==> src/rtl/button_conditioner_pkg.sv <==
// Shared constants for the paddle-button front end: channel indices and the
// per-channel auto-repeat state encoding.
package button_conditioner_pkg;

    localparam int BTN_P1L = 0;
    localparam int BTN_P1R = 1;
    localparam int BTN_P2L = 2;
    localparam int BTN_P2R = 3;

    localparam int N_BTN_DEFAULT = BTN_P2R + 1;

    typedef enum logic [1:0] {
        IDLE       = 2'd0,
        HELD_DELAY = 2'd1,
        HELD_RATE  = 2'd2
    } btn_state_e;

endpackage

==> src/rtl/button_channel.sv <==
// One button: 2-FF synchroniser, polarity normalise, debounce counter and the
// press/hold auto-repeat FSM. All outputs are registered.
module button_channel
    import button_conditioner_pkg::*;
#(
    parameter bit ACTIVE_LOW      = 1'b1,
    parameter int DEBOUNCE_CYCLES = 500000,
    parameter int REPEAT_DELAY    = 25000000,
    parameter int REPEAT_RATE     = 5000000,
    parameter int CNT_W           = 25
) (
    input  logic clk,
    input  logic reset,
    input  logic raw_i,
    output logic level_o,
    output logic press_o,
    output logic release_o,
    output logic repeat_o
);

    localparam logic [CNT_W-1:0] DB_LAST    = CNT_W'(DEBOUNCE_CYCLES - 1);
    localparam logic [CNT_W-1:0] DELAY_LAST = CNT_W'(REPEAT_DELAY - 1);
    localparam logic [CNT_W-1:0] RATE_LAST  = CNT_W'(REPEAT_RATE - 1);
    localparam logic             RAW_IDLE   = ACTIVE_LOW;

    logic             sync1_q, sync2_q;
    logic             s;
    logic [CNT_W-1:0] db_cnt_q, db_cnt_d;
    logic             level_q, level_d;
    logic             press_q, release_q, repeat_q, repeat_d;
    logic             rise, fall;
    logic [CNT_W-1:0] rep_cnt_q, rep_cnt_d;
    btn_state_e       state_q, state_d;

    // Sync flops reset to the released pin level so a button held through
    // reset is seen as a fresh press once reset lifts.
    always_ff @(posedge clk) begin
        if (!reset) begin
            sync1_q <= RAW_IDLE;
            sync2_q <= RAW_IDLE;
        end else begin
            sync1_q <= raw_i;
            sync2_q <= sync1_q;
        end
    end

    assign s = sync2_q ^ ACTIVE_LOW;

    always_comb begin
        db_cnt_d = '0;
        level_d  = level_q;
        if (s != level_q) begin
            if (db_cnt_q == DB_LAST) begin
                level_d  = s;
                db_cnt_d = '0;
            end else begin
                db_cnt_d = db_cnt_q + CNT_W'(1);
            end
        end
    end

    assign rise = level_d & ~level_q;
    assign fall = ~level_d & level_q;

    // Release wins over everything so no repeat can fire in the release cycle.
    always_comb begin
        state_d   = state_q;
        rep_cnt_d = rep_cnt_q;
        repeat_d  = 1'b0;
        if (fall) begin
            state_d   = IDLE;
            rep_cnt_d = '0;
        end else if (rise) begin
            state_d   = HELD_DELAY;
            rep_cnt_d = '0;
            repeat_d  = 1'b1;
        end else begin
            case (state_q)
                HELD_DELAY: begin
                    if (rep_cnt_q == DELAY_LAST) begin
                        state_d   = HELD_RATE;
                        rep_cnt_d = '0;
                        repeat_d  = 1'b1;
                    end else begin
                        rep_cnt_d = rep_cnt_q + CNT_W'(1);
                    end
                end
                HELD_RATE: begin
                    if (rep_cnt_q == RATE_LAST) begin
                        rep_cnt_d = '0;
                        repeat_d  = 1'b1;
                    end else begin
                        rep_cnt_d = rep_cnt_q + CNT_W'(1);
                    end
                end
                default: begin
                    state_d   = IDLE;
                    rep_cnt_d = '0;
                end
            endcase
        end
    end

    always_ff @(posedge clk) begin
        if (!reset) begin
            state_q   <= IDLE;
            rep_cnt_q <= '0;
            db_cnt_q  <= '0;
            level_q   <= 1'b0;
            press_q   <= 1'b0;
            release_q <= 1'b0;
            repeat_q  <= 1'b0;
        end else begin
            state_q   <= state_d;
            rep_cnt_q <= rep_cnt_d;
            db_cnt_q  <= db_cnt_d;
            level_q   <= level_d;
            press_q   <= rise;
            release_q <= fall;
            repeat_q  <= repeat_d;
        end
    end

    assign level_o   = level_q;
    assign press_o   = press_q;
    assign release_o = release_q;
    assign repeat_o  = repeat_q;

endmodule

==> src/rtl/button_conditioner.sv <==
// Paddle-button front end: one independent button_channel per raw pin
// (bit0=p1l, bit1=p1r, bit2=p2l, bit3=p2r).
module button_conditioner
    import button_conditioner_pkg::*;
#(
    parameter int N_BTN           = N_BTN_DEFAULT,
    parameter bit ACTIVE_LOW      = 1'b1,
    parameter int DEBOUNCE_CYCLES = 500000,
    parameter int REPEAT_DELAY    = 25000000,
    parameter int REPEAT_RATE     = 5000000,
    parameter int CNT_W           = 25
) (
    input  logic             clk,
    input  logic             reset,
    input  logic [N_BTN-1:0] btn_raw,
    output logic [N_BTN-1:0] btn_level,
    output logic [N_BTN-1:0] btn_press,
    output logic [N_BTN-1:0] btn_release,
    output logic [N_BTN-1:0] btn_repeat
);

    generate
        for (genvar gi = 0; gi < N_BTN; gi++) begin : g_chan
            button_channel #(
                .ACTIVE_LOW     (ACTIVE_LOW),
                .DEBOUNCE_CYCLES(DEBOUNCE_CYCLES),
                .REPEAT_DELAY   (REPEAT_DELAY),
                .REPEAT_RATE    (REPEAT_RATE),
                .CNT_W          (CNT_W)
            ) u_chan (
                .clk      (clk),
                .reset    (reset),
                .raw_i    (btn_raw[gi]),
                .level_o  (btn_level[gi]),
                .press_o  (btn_press[gi]),
                .release_o(btn_release[gi]),
                .repeat_o (btn_repeat[gi])
            );
        end
    endgenerate

endmodule

==> config.mk <==
export PLATFORM = sky130hd
export DESIGN_NAME = button_conditioner
export DESIGN_NICKNAME = d
export VERILOG_FILES = /design/src/rtl/button_conditioner_pkg.sv /design/src/rtl/button_channel.sv /design/src/rtl/button_conditioner.sv
export SDC_FILE = /design/constraint.sdc
export NUM_CORES = 1
export LEC_CHECK = 0
export ABC_AREA = 1
export BUFFER_PORTS_ARGS = -buffer_cell sky130_fd_sc_hd__buf_2
export CAP_MARGIN = 20
export CORE_ASPECT_RATIO = 0.6
export CORE_MARGIN = 4
export CORE_UTILIZATION = 62
export CTS_CLUSTER_DIAMETER = 40
export DETAILED_ROUTE_END_ITERATION = 16
export PLACE_DENSITY = 0.79
export RECOVER_POWER = 25
export SYNTH_ARGS = -nofsm -noshare
export SYNTH_HDL_FRONTEND = slang
export SYNTH_HIERARCHICAL = 1
export SYNTH_SLANG_ARGS = --single-unit
==> constraint.sdc <==
create_clock -name clk -period 1.9 [get_ports clk]
set_input_delay 0.285 -clock clk [delete_from_list [all_inputs] [get_ports clk]]
set_output_delay 0.285 -clock clk [all_outputs]
set_load 0.01 [all_outputs]
==> results_tabular.tex <==
\begin{tabular}{lr}
\hline
Metric & Value \\
\hline
\multicolumn{2}{l}{\textbf{Run status}} \\
\quad Status & finished, final reports clean \\
\multicolumn{2}{l}{\textbf{Global route}} \\
\quad Global-route total usage across every layer & 26.34\% \\
\quad Maximum number of pins on one net before global-route repair & 27 \\
\quad Initial antenna violation count & 0 \\
\quad Vias in the first global route & 11.73k \\
\quad Wire length of the first global-routing pass & 55830 um \\
\quad Aggregate global routing overflow & 0 \\
\multicolumn{2}{l}{\textbf{Clock tree}} \\
\quad Num CTS Buffers & 30 \\
\quad Num Clock Sinks & 232 \\
\quad Buffer cell driving the clock tree root & clkbuf\_16 \\
\quad CTS clock-pin slew for the worst setup and hold paths & 0.06 ns \\
\quad Number of buffers on the longest clock path & 3 \\
\quad \# H-tree levels & 1 \\
\quad Clock latency on the worst-skew pair & 0.56 ns \\
\quad TritonCTS clock tree & yes \\
\multicolumn{2}{l}{\textbf{Routing}} \\
\quad Length of the first detailed-routing pass in iterations & 7 \\
\quad Via-per-instance ratio & 5.609 \\
\quad Average wire per cell in the routed design & between 10 and 15 um \\
\quad Post-route DRC violation count & 0 \\
\quad Starting DRC count in detailed routing & 1224 \\
\quad Overall via count from detail\_route & 13.13k \\
\quad Wire length after detailed routing & 34170 um \\
\quad Antenna-violating nets left & 0 \\
\multicolumn{2}{l}{\textbf{Power}} \\
\quad Power share of the combinational group & roughly 1.5\% \\
\quad Part of the power in the clock network & 52.8\% \\
\quad Worst-case vdd ir drop & 764.2 uV \\
\quad Reg power frac & 45.7\% \\
\quad Power after layout & $\sim$11 mW \\
\quad Pwr/cell area & 698.7 nW/um\^{}2 \\
\quad Internal Power & 8.158 mW \\
\quad Leak & 5.131 nW \\
\quad Net switching fraction of the power & 23.59\% \\
\quad Switching power & between 2 and 3 mW \\
\multicolumn{2}{l}{\textbf{Layout}} \\
\quad Nets & 2060 \\
\quad Layout cells sized above 1 & approximately 15\% \\
\quad Share of the core filled with cells & 71.44\% \\
\quad Filler instances & about 1.8k \\
\quad Area growth from synthesis to final layout & 10.99\% \\
\quad Antenna Cells & 0 \\
\multicolumn{2}{l}{\textbf{Worst setup path}} \\
\quad Cell repeated most along the worst path & nand3\_2 \\
\quad Maximum fanout encountered on the critical timing path & 13 \\
\quad WP data required & 2.32 ns \\
\quad Cell count of the worst reg-to-reg path & 6 \\
\quad Critical Path Stages & 6 \\
\quad Slowest stage cell on the critical path & nand3\_2 \\
\quad Startpoint class of the critical path & flip-flop \\
\quad Max incr delay on CP & approximately 0.42 ns \\
\quad Worst Setup Path Type & flip-flop to flip-flop \\
\quad Cell family with most CP delay & simple AND/OR/NAND/NOR gates \\
\quad CP bufs+invs & 0 \\
\quad Critical path cell sequence & ha\_1, nand3\_2, nor2\_8, nand4\_4, nand3\_2, nor3\_2 \\
\quad Kind of end point of the critical path & flip-flop \\
\quad Arrival time at the worst endpoint & 2.22 ns \\
\multicolumn{2}{l}{\textbf{Synthesis}} \\
\quad Simple-gate area share of the yosys netlist & 47.00\% \\
\quad Share of async-settable or async-resettable flops after synthesis & 0\% \\
\quad Xor-xnor portion of the synthesized cell area & 1.781\% \\
\quad Post-synthesis register bit count & 232 \\
\quad Post-synth top flop & dfxtp\_1 \\
\quad Post-synthesis compound-gate area fraction & 7.415\% \\
\quad Net count after synthesis & 2002 \\
\quad Synthesized cell area & 13770 sq um \\
\quad Ys Warns & 6 \\
\quad Arithmetic-cell share of the synthesized area counting full adders, half adders and majority gates & 1.454\% \\
\quad Main combinational cell family by area after synthesis & simple AND/OR/NAND/NOR gates \\
\quad Cell variety after synth & approximately 40 \\
\quad Post-synthesis mux area share & 0\% \\
\quad Sequential share of the synthesized area & about a third \\
\quad Number of enable-type register cells in the synthesized netlist & 0 \\
\quad Syn avg cell area & slightly below 7 sq um \\
\quad Synthesized instance count & 1980 \\
\multicolumn{2}{l}{\textbf{Timing}} \\
\quad Crit path time final & between 1.5 and 2 ns \\
\quad Final Max Tran Viols & 0 \\
\quad Worst Max-Slew Pin Slew & between 0.7 and 0.8 ns \\
\quad Part of the cycle the worst path needs & 94.44\% \\
\quad Final Hold Vio Count & 0 \\
\quad Highest clock frequency the design can meet & approximately 560 MHz \\
\quad Setup Viol. Count Final & 0 \\
\quad Setup clock skew after layout & 0.01777 ns \\
\quad Relative slew slack & between 40\% and 50\% \\
\multicolumn{2}{l}{\textbf{Placement}} \\
\quad Count of input and output buffers & 21 \\
\quad Final RePlAce weighted congestion & 0.9609 \\
\quad Half-perimeter wire length after detailed placement & 23650 um \\
\multicolumn{2}{l}{\textbf{Floorplanning}} \\
\quad Number of primary I/O pins & 22 \\
\quad Std-Cell Core Area & 21390 sq um \\
\quad Number of rows created at floorplan & 41 \\
\quad Die span in y & 123.4 um \\
\quad Die width & 200.4 um \\
\quad Initial standard-cell utilization of the core & between 60 and 70\% \\
\quad Die Footprint & $\sim$25000 sq um \\
\multicolumn{2}{l}{\textbf{Flow run}} \\
\quad Total of max-cap violations & 0 \\
\multicolumn{2}{l}{\textbf{Worst hold path}} \\
\quad Classification of the worst-slack hold path & flip-flop to flip-flop \\
\quad WHS Path Cells & 1 \\
\hline
\end{tabular}
[cells by family (layout without fill, tap and decap cells)]
| logic type | after synthesis | after routing |
|---|---|---|
| XOR/XNOR | 28 | 28 |
| AND/OR/NAND/NOR | 1273 | 1277 |
| flip-flops | 232 | 232 |
| AO/OA/AOI/OAI | 182 | 182 |
| buffers and inverters | 249 | 327 |
| adder cells (fa/ha/maj) | 16 | 16 |
[state kept, by name, summed over array words and instances, names as in the netlist]
| signal | cells |
|---|---|
| g_chan.u_chan/repeat_o | 4 |
| g_chan.u_chan/state_q | 8 |
| g_chan.u_chan/db_cnt_q | 100 |
| g_chan.u_chan/release_o | 4 |
| g_chan.u_chan/sync1_q | 4 |
| g_chan.u_chan/rep_cnt_q | 100 |
| g_chan.u_chan/press_o | 4 |
| g_chan.u_chan/sync2_q | 4 |
| g_chan.u_chan/level_o | 4 |
[routing by layer]
layer / up-vias / wire length, um / track usage (%) / share of wire [%]
met5: - / 0 / 0 / 0
met4: 0 / 469 / 4.768 / 1.4
met3: 51 / 3266 / 5.426 / 9.6
met2: 560 / 13920 / 38.79 / 41
met1: 5973 / 16510 / 40.24 / 48
li1: 6547 / - / - / -
[cell type report]
class | count | area [sq um] | area share (%)
well taps | 279 | 349.1 | 2.284
clock buffers | 32 | 789.5 | 5.166
inverters | 217 | 814.5 | 5.330
repair buffers | 54 | 430.4 | 2.816
multi-input cells | 1503 | 8043 | 52.63
clock inverters | 24 | 211.5 | 1.384
flip-flops and latches | 232 | 4644 | 30.39
[power by group through the flow]
stage	combinational [mW]	clock, mW	sequential, mW
after floorplan	0.117	0	4.99
after global placement	0.143	0	4.99
after detailed placement	0.145	0	4.99
after CTS	0.152	5.71	4.88
after global routing	0.174	5.93	4.88
final	0.164	5.63	4.88
[path summary, 6_finish.rpt]
path / start / end / slack, ns
setup / recovery: g_chan[0].u_chan/db_cnt_q[0]$_SDFF_PP0_ / g_chan[0].u_chan/rep_cnt_q[6]$_SDFF_PP0_ / 0.11
hold / removal: g_chan[1].u_chan/sync1_q$_SDFF_PN1_ / g_chan[1].u_chan/sync2_q$_SDFF_PN1_ / 0.42
setup reg to reg: g_chan[0].u_chan/db_cnt_q[0]$_SDFF_PP0_ / g_chan[0].u_chan/rep_cnt_q[6]$_SDFF_PP0_ / 0.11
hold reg to reg: g_chan[1].u_chan/sync1_q$_SDFF_PN1_ / g_chan[1].u_chan/sync2_q$_SDFF_PN1_ / 0.42
[layout by cell type, fill, tap and decap left out, drive strengths merged]
cell / n
a31oi: 14
nand2: 510
a211oi: 4
dfxtp: 232
xnor2: 8
inv: 228
or2: 31
clkinvlp: 2
clkbuf: 52
buf: 30
xor2: 20
nand3: 176
bufinv: 1
clkinv: 10
o21bai: 12
dlygate4sd3: 4
o21ai: 54
nor2: 371
nor3: 131
nand4: 45
ha: 16
o221ai: 4
o211ai: 9
nor3b: 13
a21oi: 85
[timing repair]
item	4_1_cts	5_1_grt
endpoints found under the setup margin	0	108
setup buffers	0	1
hold buffers	4	0
gates resized for setup	0	12
endpoints found under the hold margin	4	0
[synth_stat cells, types with 3 or more instances]
master / number / area (sq um)
o21ai_1: 7 / 35.03
nand3_1: 154 / 770.7
xnor2_1: 8 / 70.07
buf_2: 7 / 35.03
nand2_4: 10 / 112.6
nand3_4: 5 / 87.58
o211ai_1: 9 / 67.56
buf_8: 4 / 60.06
a21oi_1: 85 / 425.4
nand4_4: 7 / 148.9
buf_12: 9 / 180.2
nand3_2: 13 / 130.1
a31oi_1: 14 / 87.58
a211oi_2: 3 / 37.54
o21bai_1: 12 / 90.09
nor3_1: 51 / 255.2
nor2_2: 18 / 112.6
inv_2: 9 / 33.78
nor2_1: 331 / 1242
or2_2: 20 / 125.1
o221ai_1: 4 / 35.03
nand4_1: 38 / 237.7
or2_0: 11 / 68.82
nor3_4: 4 / 65.06
nand2_1: 460 / 1727
xor2_1: 20 / 175.2
inv_1: 207 / 777.0
o21ai_0: 47 / 235.2
buf_6: 3 / 33.78
nor3_2: 76 / 760.7
nor2_8: 3 / 60.06
nor2_4: 19 / 214.0
dfxtp_1: 232 / 4644
nor3b_1: 12 / 90.09
buf_4: 8 / 60.06
ha_1: 16 / 200.2
nand2_2: 40 / 250.2
[metrics by stage]
stage          setup TNS, ns  cells  area, sq um  setup WS, ns  hold slack, ns
2_1_floorplan              0   1980        13770        0.3383          0.3916
3_3_place_gp               0   2276        14160        0.1679          0.3932
3_5_place_dp               0   2276        14160       0.08117          0.3995
4_1_cts                    0   2336        15200       0.06644          0.2713
5_1_grt            -0.007745   2341        15280     -0.003908          0.4238
6_report                   0   2341        15280        0.1056          0.4165
Note: power is estimated with default switching activity, not from simulation.
